===== config.mk =====
export PLATFORM = sky130hd
export DESIGN_NAME = mult_ctrl
export DESIGN_NICKNAME = d
export VERILOG_FILES = /design/src/rtl/mips_funct_pkg.sv /design/src/rtl/hilo_regs.sv /design/src/rtl/mult_ctrl.sv
export SDC_FILE = /design/constraint.sdc
export NUM_CORES = 1
export LEC_CHECK = 0
export ABC_AREA = 0
export CAP_MARGIN = 20
export CORE_UTILIZATION = 46
export CTS_CLUSTER_SIZE = 20
export DETAILED_ROUTE_END_ITERATION = 6
export PLACE_DENSITY = 0.94
export SLEW_MARGIN = 20
export SYNTH_ARGS = -nofsm -noshare
export SYNTH_HDL_FRONTEND = slang
export SYNTH_SLANG_ARGS = --single-unit

===== constraint.sdc =====
create_clock -name clk -period 3.4 [get_ports clk]
set_input_delay 0.34 -clock clk [delete_from_list [all_inputs] [get_ports clk]]
set_output_delay 0.34 -clock clk [all_outputs]
set_load 0.03 [all_outputs]

===== src/rtl/mips_funct_pkg.sv =====
// Shared function codes and controller state encoding for the MULTU/HI/LO path.
// Imported by mult_ctrl, hilo_regs and the shift-add Multiplier so that all
// three agree on the funct codes and on the Signal value that publishes the
// product.
package mips_funct_pkg;

  localparam logic [5:0] F_MULTU = 6'b011001;
  localparam logic [5:0] F_OUT   = 6'b111111;
  localparam logic [5:0] F_MFHI  = 6'b010000;
  localparam logic [5:0] F_MTHI  = 6'b010001;
  localparam logic [5:0] F_MFLO  = 6'b010010;
  localparam logic [5:0] F_MTLO  = 6'b010011;

  typedef enum logic [1:0] {
    IDLE = 2'd0,
    RUN  = 2'd1,
    OUT  = 2'd2,
    CAPT = 2'd3
  } mstate_t;

  // Requests that touch HI/LO or the multiplier; these must wait while a
  // multiply is in flight.
  function automatic logic is_hilo_op(input logic [5:0] f);
    return (f == F_MULTU) || (f == F_MFHI) || (f == F_MFLO) ||
           (f == F_MTHI)  || (f == F_MTLO);
  endfunction

endpackage


===== src/rtl/hilo_regs.sv =====
// Architectural HI/LO register pair.
// Ports:
//   clk      - clock, rising edge
//   reset    - synchronous active-low reset, clears HI and LO
//   hi_we    - MTHI write enable (wdata -> HI)
//   lo_we    - MTLO write enable (wdata -> LO)
//   wdata    - MT write data
//   prod_we  - product capture enable (prod[63:32] -> HI, prod[31:0] -> LO)
//   prod     - 64-bit product from the multiplier
//   rd_hi    - read select: 1 = HI, 0 = LO
//   rd_data  - combinational read data
module hilo_regs
  import mips_funct_pkg::*;
(
  input  logic        clk,
  input  logic        reset,
  input  logic        hi_we,
  input  logic        lo_we,
  input  logic [31:0] wdata,
  input  logic        prod_we,
  input  logic [63:0] prod,
  input  logic        rd_hi,
  output logic [31:0] rd_data
);

  logic [31:0] hi;
  logic [31:0] lo;

  // Product capture wins over MT writes; the controller never raises both in
  // the same cycle, the priority only keeps the intent explicit.
  always_ff @(posedge clk) begin
    if (!reset) begin
      hi <= '0;
      lo <= '0;
    end else if (prod_we) begin
      hi <= prod[63:32];
      lo <= prod[31:0];
    end else begin
      if (hi_we) hi <= wdata;
      if (lo_we) lo <= wdata;
    end
  end

  assign rd_data = rd_hi ? hi : lo;

endmodule


===== src/rtl/mult_ctrl.sv =====
// Sequencing controller for the 32-cycle shift-add Multiplier in EX.
// Accepts MULTU/MTHI/MTLO/MFHI/MFLO, drives the multiplier for ITER iteration
// cycles plus two publish cycles, captures the product into HI/LO and stalls
// HI/LO requests while a multiply is in flight.
// Ports:
//   clk, reset          - clock; synchronous active-low reset
//   req, funct          - request valid and function code
//   rs_data, rt_data    - MULTU operands / MT write data (rs)
//   mf_data             - HI (MFHI) or LO (otherwise), combinational
//   stall, busy, done   - pipeline hold, multiply in flight, capture pulse
//   mul_signal          - Multiplier.Signal
//   mul_dataA/B         - Multiplier operands (latched copies)
//   mul_reset           - Multiplier.reset, active-high
//   mul_dataOut         - Multiplier product
module mult_ctrl
  import mips_funct_pkg::*;
#(
  parameter int ITER = 32
) (
  input  logic        clk,
  input  logic        reset,
  input  logic        req,
  input  logic [5:0]  funct,
  input  logic [31:0] rs_data,
  input  logic [31:0] rt_data,
  output logic [31:0] mf_data,
  output logic        stall,
  output logic        busy,
  output logic        done,
  output logic [5:0]  mul_signal,
  output logic [31:0] mul_dataA,
  output logic [31:0] mul_dataB,
  output logic        mul_reset,
  input  logic [63:0] mul_dataOut
);

  localparam logic [5:0] ITER_LAST = 6'(ITER - 1);

  mstate_t     state;
  mstate_t     state_nxt;
  logic [5:0]  cnt;
  logic [31:0] opa;
  logic [31:0] opb;
  logic        accept_mult;
  logic        mthi_we;
  logic        mtlo_we;
  logic        idle_req;

  assign idle_req    = (state == IDLE) && req;
  assign accept_mult = idle_req && (funct == F_MULTU);
  assign mthi_we     = idle_req && (funct == F_MTHI);
  assign mtlo_we     = idle_req && (funct == F_MTLO);

  // Clearing the multiplier on the accept cycle guarantees its output
  // register holds no stale product when the iterations begin.
  assign mul_reset = ~reset | accept_mult;

  assign stall     = busy && req && is_hilo_op(funct);
  assign mul_dataA = opa;
  assign mul_dataB = opb;

  always_ff @(posedge clk) begin
    if (!reset) begin
      state <= IDLE;
      cnt   <= '0;
      opa   <= '0;
      opb   <= '0;
    end else begin
      state <= state_nxt;
      if (accept_mult) begin
        opa <= rs_data;
        opb <= rt_data;
        cnt <= '0;
      end else if (state == RUN) begin
        cnt <= cnt + 6'd1;
      end
    end
  end

  always_comb begin
    state_nxt  = state;
    mul_signal = 6'b000000;
    busy       = 1'b0;
    done       = 1'b0;
    unique case (state)
      IDLE: begin
        if (accept_mult) state_nxt = RUN;
      end
      RUN: begin
        busy       = 1'b1;
        mul_signal = F_MULTU;
        if (cnt == ITER_LAST) state_nxt = OUT;
      end
      OUT: begin
        busy       = 1'b1;
        mul_signal = F_OUT;
        state_nxt  = CAPT;
      end
      CAPT: begin
        busy       = 1'b1;
        mul_signal = F_OUT;
        // A reset landing on the capture cycle aborts the operation, so the
        // pulse is suppressed rather than announcing a product that is lost.
        done       = reset;
        state_nxt  = IDLE;
      end
      default: state_nxt = IDLE;
    endcase
  end

  hilo_regs u_hilo (
    .clk     (clk),
    .reset   (reset),
    .hi_we   (mthi_we),
    .lo_we   (mtlo_we),
    .wdata   (rs_data),
    .prod_we (state == CAPT),
    .prod    (mul_dataOut),
    .rd_hi   (funct == F_MFHI),
    .rd_data (mf_data)
  );

endmodule


==> run_results.csv <==
group,metric,value,unit
clock_tree,cts.hold.buffers_added,0,
sta,final_cycle_utilization_of_the_critical_path,92.31,%
floorplanning,std_cell_rows,42,
setup_path,reg2reg_setup_slack,1120,ps
sta,worst_slew_pin_slew,916.4,ps
setup_path,critical_path.startpoint_type,"input port",
setup_path,setup.worst_path.class,"in2out",
floorplanning,fp.dieW,118.5,um
finish,ff_latch_area,2723,um^2
worst_hold_path,worstHoldPathType,"in2reg",
finish,final-instance-count-excl-fill,1093,
global_routing,gr-usage-met2,43.75,%
clock_tree,clock_tree.root_cell,"sky130_fd_sc_hd__clkbuf_16",
placement,dp_hpwl,11.86,mm
sta,final_hold_fails,0,
floorplanning,initial_core_util,47.17,%
pwr,finalPower,3.812,mW
pwr,net_switching_share_of_the_total_power,20.62,%
placement,port_buffer_cells,242,
placement,placed_cell_area,8673,um^2
pwr,p_per_area,410.0,nW/um^2
finish,finalInstanceArea,9299,um^2
detailed_routing,detail_route.vias_per_cell,5.256,
global_routing,first_global_vias,5749,
setup_path,count_of_cells_along_the_worst_register_to_register_path,6,
sta,drv_slew,0,
detailed_routing,drt_iter0_drc,351,
setup_path,critPathRequiredTime,3060,ps
floorplanning,die_area,14050,um^2
setup_path,crit_arrival,2800,ps
global_routing,globalRouteOverflowTotal,0,
sta,setup_total_negative_slack,0,ps
detailed_routing,wire_per_inst,16.04,um
global_routing,globalRoute.busiestLayer,"met2",
setup_path,r2r_start,"state[0]",
clock_tree,clkTransAtPathRegs,60,ps
clock_tree,cts_repair_resize_count,0,
setup_path,crit_path_end_kind,"output port",
synth,synth_area_per_cell,8.923,um^2
global_routing,grt_antenna_before_repair,0,
global_routing,grt.met1_usage,27.38,%
setup_path,critPathLaunch,"funct[2]",
placement,gp_routability_congestion,0.8186,
clock_tree,numClockSinks,136,
setup_path,endpoint,"mf_data[4]",
floorplanning,floorplan.io_pins,243,
synth,syn-cell-area,6246,um^2
placement,pre_cts_ws,286.3,ps
status,run_status,"finished, final reports clean",
detailed_routing,postRouteWirelength,17.53,mm
clock_tree,htree_levels,4,
clock_tree,cts_tree,"built",
clock_tree,post_cts_buffers,0,
pwr,vdd_drop_max,0.3580,mV
pwr,seq_power_share,42.2,%
global_routing,gr-usage-all-layers,24.99,%
sta,rsz0062_at_grt,"false",
clock_tree,tritoncts.num_buffers,17,
floorplanning,fp.coreArea,13240,um^2
pwr,net-switching-power,0.7861,mW
pwr,p_clk_share,49.8,%
synth,synth.yosys.seq_area_share,43.59,%
finish,antenna-diode-count,0,
sta,clock_period_minus_final_worst_setup_slack,3138,ps
placement,place.detailed.instances,1061,
sta,layout_setup_ws,261.5,ps
global_routing,grt_pass1_wl,27.66,mm
finish,post_route_cells_drive_above_1_share,8.506,%
sta,clock.fmax,318.6,MHz
worst_hold_path,hold-path-cell-count,2,
synth,ys_seq_elements,136,
sta,finalHoldWorstSlack,420.9,ps
synth,ys_types,34,
finish,final_core_utilization,70.22,%
detailed_routing,drtAntennaViolNets,0,
sta,timing.max_slew.rel_slack,38.91,%
pwr,comb_power_share,8.0,%
setup_path,rr_endpoint,"u_hilo.hi[0]",
synth,syn-num-nets,843,
detailed_routing,drtPass1Iterations,5,
run,maxCapViolations,0,
setup_path,timing.critical_path.fanout_max,32,
synth,synthCells,700,
sta,finalSetupViolations,0,
detailed_routing,vias,5745,
clock_tree,later_pin_clock_latency_in_the_skew_report,410,ps
global_routing,grtUsageMet3,7.625,%
synth,count_of_yosys_warnings_during_synthesis,0,
finish,multi_input_comb_area,3206,um^2
pwr,cellInternalPower,3.026,mW
sta,clock-skew-final,5.486,ps
global_routing,maximum_number_of_pins_on_one_net_before_global_route_repair,90,
finish,syn2layout_area_growth,48.88,%
detailed_routing,remaining_drc_errors,0,
finish,finish.net_count,1047,
finish,nFillCells,993,
floorplanning,die_h,118.5,um
clock_tree,cts_max_path_buffers,2,
pwr,leakagePower,4.166,nW
[power by group through the flow]
stage / clock network (mW) / logic, mW / registers, mW
after floorplan: 0 / 0.102 / 1.65
after global placement: 0 / 0.299 / 1.64
after detailed placement: 0 / 0.303 / 1.64
after CTS: 1.93 / 0.305 / 1.61
after global routing: 2.01 / 0.325 / 1.61
final: 1.90 / 0.305 / 1.61
[per-layer routing]
metal,routed length (um),up-vias
met5,0,-
met3,1124,32
met1,7234,2716
met4,395,0
met2,8776,199
li1,-,2798
[worst max-delay path: stages]
cell and delay [ps]:
sky130_fd_sc_hd__clkdlybuf4s50_1 460, sky130_fd_sc_hd__nor3b_4 270, sky130_fd_sc_hd__nand2b_1 100, sky130_fd_sc_hd__or3_2 450
sky130_fd_sc_hd__buf_12 200, sky130_fd_sc_hd__mux2_4 330, sky130_fd_sc_hd__clkdlybuf4s50_1 600
[registers in the layout, summed over array words and instances (netlist names)]
register   flops
cnt            6
mul_dataB     32
u_hilo.hi     32
mul_dataA     32
state          2
u_hilo.lo     32
[cell usage in the layout (no fill, tap or decap), types with 2 or more instances in the layout]
master	count
sky130_fd_sc_hd__buf_4	5
sky130_fd_sc_hd__dfxtp_1	136
sky130_fd_sc_hd__clkinv_2	3
sky130_fd_sc_hd__ha_1	5
sky130_fd_sc_hd__mux2i_1	3
sky130_fd_sc_hd__buf_12	3
sky130_fd_sc_hd__nor2_1	9
sky130_fd_sc_hd__clkinv_4	2
sky130_fd_sc_hd__nor2b_1	33
sky130_fd_sc_hd__nand2_1	198
sky130_fd_sc_hd__a21oi_1	64
sky130_fd_sc_hd__o211a_1	64
sky130_fd_sc_hd__bufinv_16	3
sky130_fd_sc_hd__and2_1	2
sky130_fd_sc_hd__mux2_2	2
sky130_fd_sc_hd__a21boi_0	64
sky130_fd_sc_hd__clkinvlp_4	3
sky130_fd_sc_hd__xnor2_1	2
sky130_fd_sc_hd__clkbuf_8	4
sky130_fd_sc_hd__clkdlybuf4s50_1	241
sky130_fd_sc_hd__inv_1	4
sky130_fd_sc_hd__clkbuf_16	17
sky130_fd_sc_hd__mux2_4	30
sky130_fd_sc_hd__xor2_1	3
sky130_fd_sc_hd__nand4_1	3
[cells in the mapped netlist (all sizes together)]
library cell / count / area [um^2]
nand2: 198 / 743.2
dfxtp: 136 / 2723
a21boi: 64 / 480.5
a21oi: 64 / 320.3
o211a: 64 / 640.6
buf: 35 / 210.2
nor2b: 33 / 206.5
mux2: 32 / 473.0
clkbuf: 29 / 108.9
nor2: 9 / 33.78
ha: 6 / 75.07
inv: 4 / 15.01
mux2i: 3 / 30.03
nand4: 3 / 18.77
xor2: 3 / 26.28
and2: 2 / 12.51
xnor2: 2 / 17.52
a211oi: 1 / 7.510
a221o: 1 / 10.01
a22o: 1 / 8.760
a31o: 1 / 8.760
a41o: 1 / 10.01
and4: 1 / 8.760
nand2b: 1 / 6.260
nand3: 1 / 5.000
nand3b: 1 / 7.510
nor3b: 1 / 18.77
nor4b: 1 / 8.760
o21ai: 1 / 5.000
or3: 1 / 6.260
[how the worst min path moves through the flow]
| stage | startpoint | endpoint | slack, ps |
|---|---|---|---|
| 2_1_floorplan | u_hilo.lo[0] | u_hilo.lo[0] | 470 |
| 3_3_place_gp | mul_dataB[18] | mul_dataB[18] | 450 |
| 3_5_place_dp | mul_dataB[21] | mul_dataB[21] | 460 |
| 4_1_cts | reset | u_hilo.hi[7] | 380 |
| 5_1_grt | reset | u_hilo.hi[5] | 400 |
| 6_report | reset | u_hilo.hi[5] | 420 |
[kinds of logic (layout without fill, tap and decap cells)]
family	after synthesis	in the layout	share of synthesized area, %
flip-flops	136	136	43.59
AND/OR/NAND/NOR	252	252	17.23
multiplexers	35	35	8.053
adder cells (fa/ha/maj)	6	6	1.202
buffers and inverters	68	285	5.349
AO/OA/AOI/OAI	198	198	23.88
XOR/XNOR	5	5	0.7012
[area by class of cell]
class | instances | area share [%]
inverter | 4 | 0.1615
timing repair buffer | 249 | 26.99
sequential | 136 | 29.28
tap | 176 | 2.368
clock inverter | 11 | 1.561
clock buffer | 21 | 5.167
multi-input combinational | 496 | 34.47
Note: power is estimated with default switching activity, not from simulation.
